--- config.mk ---
export PLATFORM = sky130hd
export DESIGN_NAME = ifmt_exec_seq
export DESIGN_NICKNAME = d
export VERILOG_FILES = /design/src/rtl/ifmt_exec_seq.sv
export SDC_FILE = /design/constraint.sdc
export NUM_CORES = 1
export LEC_CHECK = 0
export BUFFER_PORTS_ARGS = -buffer_cell sky130_fd_sc_hd__buf_2
export CORE_ASPECT_RATIO = 1.25
export CORE_MARGIN = 4
export CORE_UTILIZATION = 35
export DETAILED_ROUTE_END_ITERATION = 16
export GPL_TIMING_DRIVEN = 0
export SYNTH_ARGS = -nofsm -noshare
export SYNTH_HDL_FRONTEND = slang
export SYNTH_SLANG_ARGS = --single-unit
--- constraint.sdc ---
create_clock -name clock -period 3.2 [get_ports clock]
set_input_delay 0 -clock clock [delete_from_list [all_inputs] [get_ports clock]]
set_output_delay 0 -clock clock [all_outputs]
set_load 0.05 [all_outputs]
--- src/rtl/ifmt_exec_seq.sv ---
// ifmt_exec_seq: execute sequencer for uPower I-format ops (ADDI/ADDIS/ANDI/ORI) over a single-port regfile.
// Latency: done 4 cycles after accept (3 when rs==0 under UPOWER_RA0_ZERO_EN), 1 cycle for illegal opcodes.
// Backpressure: instr_ready only in IDLE, so one instruction in flight; the UPOWER_RA0_ZERO_EN macro makes rs==0 a literal zero operand.
module ifmt_exec_seq #(
  parameter int XLEN  = 32,
  parameter int RF_AW = 5
) (
  input  logic             clock,
  input  logic             reset,
  input  logic             instr_valid,
  input  logic [31:0]      instr,
  output logic             instr_ready,
  output logic [RF_AW-1:0] rf_addr,
  output logic             rf_we,
  output logic [XLEN-1:0]  rf_wdata,
  input  logic [XLEN-1:0]  rf_rdata,
  output logic             done,
  output logic             illegal,
  output logic [XLEN-1:0]  result
);

  localparam logic [5:0] OP_ADDI  = 6'd14;
  localparam logic [5:0] OP_ADDIS = 6'd15;
  localparam logic [5:0] OP_ANDI  = 6'd28;
  localparam logic [5:0] OP_ORI   = 6'd24;

  typedef enum logic [2:0] {IDLE, RD_REQ, RD_CAP, WR, DONE} state_t;

  state_t          state;
  state_t          state_nxt;
  logic [5:0]      op_q;
  logic [4:0]      rs_q;
  logic [4:0]      rt_q;
  logic [15:0]     imm_q;
  logic            illegal_q;
  logic [XLEN-1:0] result_q;
  logic            accept;
  logic            in_legal;
  logic [XLEN-1:0] operand;
  logic [XLEN-1:0] imm_sext;
  logic [XLEN-1:0] alu;

  assign in_legal = instr[31:26] inside {OP_ADDI, OP_ADDIS, OP_ANDI, OP_ORI};
  assign accept   = reset && (state == IDLE) && instr_valid;
  assign imm_sext = {{(XLEN-16){imm_q[15]}}, imm_q};

`ifdef UPOWER_RA0_ZERO_EN
  // r0 as a source reads as literal zero; the regfile data is not looked at
  assign operand = (rs_q == 5'd0) ? '0 : rf_rdata;
`else
  assign operand = rf_rdata;
`endif

  // Immediate ALU; wraps modulo 2^XLEN
  always_comb begin
    alu = '0;
    case (op_q)
      OP_ADDI:  alu = operand + imm_sext;
      OP_ADDIS: alu = operand + (imm_sext << 16);
      OP_ANDI:  alu = operand & XLEN'(imm_q);
      OP_ORI:   alu = operand | XLEN'(imm_q);
      default:  alu = '0;
    endcase
  end

  // State register
  always_ff @(posedge clock) begin
    if (!reset) state <= IDLE;
    else        state <= state_nxt;
  end

  // Latch instruction fields on accept; capture the ALU result while read data is valid
  always_ff @(posedge clock) begin
    if (!reset) begin
      op_q      <= '0;
      rs_q      <= '0;
      rt_q      <= '0;
      imm_q     <= '0;
      illegal_q <= 1'b0;
      result_q  <= '0;
    end else if (accept) begin
      op_q      <= instr[31:26];
      rs_q      <= instr[25:21];
      rt_q      <= instr[20:16];
      imm_q     <= instr[15:0];
      illegal_q <= !in_legal;
      result_q  <= '0;
    end else if (state == RD_CAP) begin
      result_q  <= alu;
    end
  end

  // Next state and regfile/handshake outputs; everything forced low while reset is asserted
  always_comb begin
    state_nxt   = state;
    instr_ready = 1'b0;
    rf_addr     = '0;
    rf_we       = 1'b0;
    rf_wdata    = '0;
    done        = 1'b0;
    illegal     = 1'b0;
    result      = result_q;
    case (state)
      IDLE: begin
        instr_ready = 1'b1;
        if (instr_valid) begin
          if (!in_legal) state_nxt = DONE;
`ifdef UPOWER_RA0_ZERO_EN
          else if (instr[25:21] == 5'd0) state_nxt = RD_CAP;
`endif
          else state_nxt = RD_REQ;
        end
      end
      RD_REQ: begin
        rf_addr   = RF_AW'(rs_q);
        state_nxt = RD_CAP;
      end
      RD_CAP: state_nxt = WR;
      WR: begin
        rf_addr   = RF_AW'(rt_q);
        rf_we     = 1'b1;
        rf_wdata  = result_q;
        state_nxt = DONE;
      end
      DONE: begin
        done      = 1'b1;
        illegal   = illegal_q;
        state_nxt = IDLE;
      end
      default: state_nxt = IDLE;
    endcase
    if (!reset) begin
      state_nxt   = IDLE;
      instr_ready = 1'b0;
      rf_addr     = '0;
      rf_we       = 1'b0;
      rf_wdata    = '0;
      done        = 1'b0;
      illegal     = 1'b0;
      result      = '0;
    end
  end

endmodule

==> results.cfg, run 1 <==
[pwr]
static-leakage-power_nw = 3.442
vdd_drop_max_mv = 0.2224
powerDensity_nw_per_um2 = 356.8
power_mw = 2.780

[flow_run]
cap_violations = 0

[floorplanning]
dieArea_um2 = 19660
num_rows = 53
initial_core_util_pct = 36.02
die_w_um = 126.2
die_h_um = 155.8
coreArea_um2 = 16980
ios = 140

[grt]
grt_max_degree = 20
grt_overflow = 0
grt_pass1_vias = 6485
grt_first_pass_wirelength_um = 34420
grt_antenna_before_repair = 1
gr-usage-all-layers_pct = 22.07

[worst_setup_path]
worst-path-stages = 11
critPathMaxFanout = 4
crit_type = register to register
cp_slowest_cell = o31ai_2
worstPathRequired_ns = 3.44
startpoint = imm_q[3]
reg2regPathDepth = 11
cp.buffers_inverters = 1
crit_chain = inv_1 -> ha_1 -> nand2_1 -> o31a_2 -> a21oi_2 -> a311o_2 -> a221oi_4 -> o31ai_2 -> nor2b_1 -> o221ai_1 -> a31o_1
end_kind = register
reg2reg_from = imm_q[3]
slowest_delay_ns = 0.49
cp_top_family = compound AO/OA/AOI/OAI gates
start_kind = register
endpoint = result_q[31]
worstPathArrival_ns = 3.38
r2r-end = result_q[31]
regToRegSetupSlack_ns = 0.06

[sta]
setup_viol = 0
fmax_ghz = 0.3183
period_minus_slack_ns = 3.141
finalHoldViolCount = 0
slew_headroom_pct = 44.65
skew_ns = 0.007305
slew_violations = 0
setup_tns_ns = 0
finalCritPeriodShare_pct = 98.16
tightest_slew_ns = 0.8239
rsz0062_at_grt = false
whs_ns = 0.04381

[cts]
clk_latency_ns = 0.34
numCtsBuffers = 9
cts_tree = built
clock_path_buffers = 2
cts_sinks = 68
clkSlewWorstSetupHoldPaths_ns = 0.06
cts_root_buffer = clkbuf_16
cts-htree-levels = 3

[routing]
drt_pre_antenna_iters = 5
vias_per_cell = 5.328
wl_per_cell_um = 17.73
drt_iter0_drc = 455
antenna_left = 0
vias = 6734
drt-total-wl_um = 22410
drcViolationCount = 0

[logic_synthesis]
synth.top_cells.by_area = dfxtp_1, ha_1, nand2_1, and2_1, o21ai_0
syn_area_um2 = 6115
yosysTopAreaCell = dfxtp_1
yosysSeqAreaShare_pct = 22.26
async_flop_share_pct = 0
avgSynthCellArea_um2 = 7.177
synth.most_common_cell = nand2_1
yosys-top-cells-count = nand2_1, o21ai_0, nor2_1
synth-edff-count = 0
ys_seq_elements = 68
syn_nets = 983
synth.top_cell.area_share_pct = 22.26
synth-main-ff-cell = dfxtp_1
synthDistinctLibCells = 60
synthCells = 852
synth_warnings = 0

[min_path]
hp-class = input pin to register

[finish]
nets = 1170
drive_gt1_share_pct = 17.72
diodes = 0
area_growth_syn_to_layout_pct = 27.46
finalNonFillerCells = 1264
fin_area_um2 = 7794

[placed_design]
post-dp-hpwl_um = 17450
placed_area_um2 = 7086
port_buffers = 139
place.gp.congestion = 0.8983
dp_cells = 1211

[run_status]
status = complete, no violations
[routing by layer]
layer  track usage [%]  wire (um)
met1             26.74       9218
met2             38.75      10930
met3             3.356       1457
met4             9.555        786
met5                 0         12
[cell families after synthesis]
family,count (synthesis),synth area share (%)
multiplexers,7,1.146
flip-flops,68,22.26
XOR/XNOR,36,5.156
AO/OA/AOI/OAI,259,27.60
buffers and inverters,88,5.423
adder cells (fa/ha/maj),64,13.34
AND/OR/NAND/NOR,330,25.07
[placed cells by master (no fill, tap or decap), types with 3 or more instances in the layout]
cell,count
buf_4,3
a211oi_1,9
nor2_1,69
nor3_1,17
nand2_1,137
or3_1,5
xnor2_1,19
a211oi_2,4
dfxtp_2,3
inv_1,46
buf_2,140
o21a_1,6
nand3_1,11
a21oi_1,65
clkbuf_16,9
a22oi_1,13
a21o_1,14
ha_1,61
mux2i_1,7
and2_1,68
dfxtp_1,64
clkbuf_1,39
nor2b_1,6
dlygate4sd3_1,34
a222oi_1,10
o22ai_1,3
a221oi_1,9
o21ai_0,75
and3_1,7
xor2_1,17
o21bai_1,11
a31oi_1,6
o21ai_1,7
[stage by stage]
| stage | utilization, % | setup WS, ns |
|---|---|---|
| finish | 45.91 | 0.05873 |
| global route | 45.91 | 0.01098 |
| CTS | 45.53 | 0.003423 |
| detailed placement | 41.74 | -0.3166 |
| global placement | 41.74 | -0.2628 |
| floorplan | - | 0.2937 |
[worst reg2reg max path, stage by stage, from the launching register on]
cell and delay [ns]:
dfxtp_1 0.48, inv_1 0.08, ha_1 0.31, nand2_1 0.07
o31a_2 0.38, a21oi_2 0.23, a311o_2 0.28, a221oi_4 0.11
o31ai_2 0.49, nor2b_1 0.25, o221ai_1 0.12, a31o_1 0.23
[final cells by class]
class,count,area (um2)
fill,1773,9183
clock buffer,9,225.2
tap,220,275.3
inverter,46,172.7
sequential,68,1369
buffer,42,158.9
timing repair buffer,176,1059
multi-input combinational,696,4458
clock inverter,7,76.32
[power breakdown]
group / leakage, nW / switching [mW] / internal [mW]
clock network: 0.142 / 0.433 / 0.608
logic: 2.74 / 0.478 / 0.335
registers: 0.556 / 0.0423 / 0.885
[sequential cells by signal, summed over array words and instances, names as in the netlist]
register   flops
result_q      32
imm_q         16
op_q           6
rs_q           5
rt_q           5
state          3
illegal_q      1
[worst min-delay path by stage]
stage	end	start	slack [ns]	depth (start not counted)
global route	state[1]	reset	0.08	3
CTS	state[1]	reset	0.03	3
global placement	rs_q[1]	instr[22]	0.20	3
detailed placement	rs_q[1]	instr[22]	0.21	3
floorplan	imm_q[0]	instr[0]	0.11	2
finish	state[1]	reset	0.04	3
[what timing repair did]
action,in CTS,in global routing
endpoints found under the hold margin,35,0
buffers inserted,0,3
hold buffers,34,0
gates resized for setup,1,10
endpoints found under the setup margin,9,18
pin swaps,0,2
(Power assumes the default switching activity.)
==> inputs of run 2 (changes only) <==
--- a/config.mk
+++ b/config.mk
@@ -8,9 +8,10 @@
 export BUFFER_PORTS_ARGS = -buffer_cell sky130_fd_sc_hd__buf_2
 export CORE_ASPECT_RATIO = 1.25
 export CORE_MARGIN = 4
-export CORE_UTILIZATION = 35
+export CORE_UTILIZATION = 50
 export DETAILED_ROUTE_END_ITERATION = 16
 export GPL_TIMING_DRIVEN = 0
+export PLACE_DENSITY = 0.75
 export SYNTH_ARGS = -nofsm -noshare
 export SYNTH_HDL_FRONTEND = slang
 export SYNTH_SLANG_ARGS = --single-unit
==> constraint.sdc (replaced) <==
create_clock -name clock -period 3.4 [get_ports clock]
set_input_delay 0 -clock clock [delete_from_list [all_inputs] [get_ports clock]]
set_output_delay 0 -clock clock [all_outputs]
set_load 0.05 [all_outputs]
==> run 2 against run 1 <==
Critical path depth fell by 2. Sequential cell count did not move. Clock skew is 0.0025 ns higher. Via count increased by 3.1%. Design area decreased by 1.6%. Sequential share of layout area up 0.23 points. Utilization is 19 points higher. Register-to-register slack improved by 0.19 ns. Global-route usage rose by 7.7 points. Critical path type unchanged. Largest power group unchanged. Highest routed layer is now met4.
==> results.cfg, run 2 (synthesized netlist as in run 1, its figures left out) <==
[run_status]
status = complete, no violations

[finish]
top_register = result_q
nets = 1167
mostFrequentLayoutCell = buf_2
largest_reg_flops = 32
drive_gt1_share_pct = 16.91
final_cell_mix = buf_2, nand2_1, o21ai_0, nor2_1, and2_1
area_growth_syn_to_layout_pct = 25.43
n_fill_cell = 1106
final_util_pct = 65.10
reg_top3 = result_q: 32 flops, imm_q: 16 flops, op_q: 6 flops

[routing]
drt_iter0_drc = 549
wl_per_cell_um = 17.63
drt-total-wl_um = 21200
antenna_left = 0
vias_per_cell = 5.771
drcViolationCount = 0
vias = 6943
drt_pre_antenna_iters = 5

[sta]
setup_tns_ns = 0
timing.final.ws_setup_ns = 0.2490
tightest_slew_ns = 1.200
rsz0062_at_grt = false
slew_violations = 0
finalHoldViolCount = 0
fmax_ghz = 0.3174
period_minus_slack_ns = 3.151
skew_ns = 0.009788
setup_viol = 0
slew_headroom_pct = 19.79
finalCritPeriodShare_pct = 92.68

[worst_setup_path]
crit_chain = nand2b_1 -> nor4b_2 -> nor2b_1 -> clkbuf_1 -> buf_2 -> nand2_1 -> o21ai_0 -> a22oi_1 -> o22ai_1
slowest_delay_ns = 1.02
end_kind = register
cp_top_family = simple AND/OR/NAND/NOR gates
cp_slowest_cell = nor4b_2
start_kind = register
worstPathArrival_ns = 3.42
cp.buffers_inverters = 2
crit_type = register to register
worstPathRequired_ns = 3.67
critPathMaxFanout = 10

[pwr]
internal-power_mw = 1.721
static-leakage-power_nw = 3.425
powerDensity_nw_per_um2 = 340.7
power_mw = 2.613
netSwitchingPower_uw = 892.3
combPwrFrac_pct = 29.0
vdd_drop_max_mv = 0.2172
seqPwrFrac_pct = 33.5
switching_share_pct = 34.15
clockPowerShare_pct = 37.5

[grt]
grt_pass1_vias = 6684
gr-usage-all-layers_pct = 29.75
grt_antenna_before_repair = 1
grt_first_pass_wirelength_um = 33780
grt_overflow = 0
grt_max_degree = 20

[placed_design]
post-dp-hpwl_um = 16080
place.gp.congestion = 1.040
port_buffers = 139
place_ws_ns = -0.02224

[floorplanning]
ios = 140
die_h_um = 131.6
dieArea_um2 = 14070
die_w_um = 106.9
coreArea_um2 = 11780
num_rows = 44
initial_core_util_pct = 51.90

[cts]
cts_setup_buffers = 0
cts_sinks = 68
numCtsBuffers = 9
cts_root_buffer = clkbuf_16
cts_tree = built
clkSlewWorstSetupHoldPaths_ns = 0.07
clock_path_buffers = 2
cts-htree-levels = 3
clk_latency_ns = 0.34

[flow_run]
cap_violations = 0

[min_path]
hp-class = input pin to register
run 2: changes by cell type in the layout (fill, tap and decap cells not counted), sizes merged:
cell,before,now
buf,145,142
inv,47,49
clkinv,3,2
clkinvlp,2,1
diode,0,1
run 2: final timing paths:
check,from,endpoint,slack [ns],cells past startpoint
setup / recovery,op_q[5],result_q[24],0.25,9
hold / removal,reset,state[1],0.05,3
setup reg to reg,op_q[5],result_q[24],0.25,9
hold reg to reg,rt_q[4],rt_q[4],0.46,2
run 2: area by class of cell:
class	instances	area (um2)	area share [%]
multi-input cells	696	4427	57.72
flip-flops and latches	68	1365	17.80
repair buffers	173	1036	13.51
clock buffers	9	225.2	2.936
well taps	161	201.4	2.626
inverters	46	172.7	2.251
plain buffers	42	158.9	2.072
clock inverters	7	81.33	1.060
diodes	1	2.502	0.03263
run 2: what timing repair did:
action                     4_1_cts  5_1_grt
resized for setup                1        2
setup endpoints to repair        2        2
hold buffers                    34        0
hold endpoints to repair        34        0
run 2: through the flow:
stage,hold WS (ns),area (um2),instances
after floorplan,0.1086,6115,852
after global placement,0.1962,7012,1152
after detailed placement,0.1968,7012,1152
after CTS,0.04166,7660,1202
after global routing,0.09698,7670,1203
final,0.05204,7670,1203
run 2: layer usage:
metal | vias up | track usage [%] | share of wire, %
li1 | 3350 | - | -
met1 | 3235 | 34.92 | 39
met2 | 301 | 51.47 | 49
met3 | 57 | 4.711 | 7.3
met4 | 0 | 15.64 | 4.1
met5 | - | 0 | 0
run 2: power by group through the flow:
stage	combinational (mW)	clock, mW	sequential (mW)
floorplan	0.519	0	0.874
global placement	0.699	0	0.889
detailed placement	0.706	0	0.891
CTS	0.742	0.981	0.874
global route	0.842	1.02	0.879
finish	0.757	0.981	0.876
run 2: tightest hold or removal path, delay by kind of cell:
| family | cells | cell delay, ns |
|---|---|---|
| buffers and inverters | 1 | 0.14 |
| and+or+nand+nor | 2 | 0.21 |
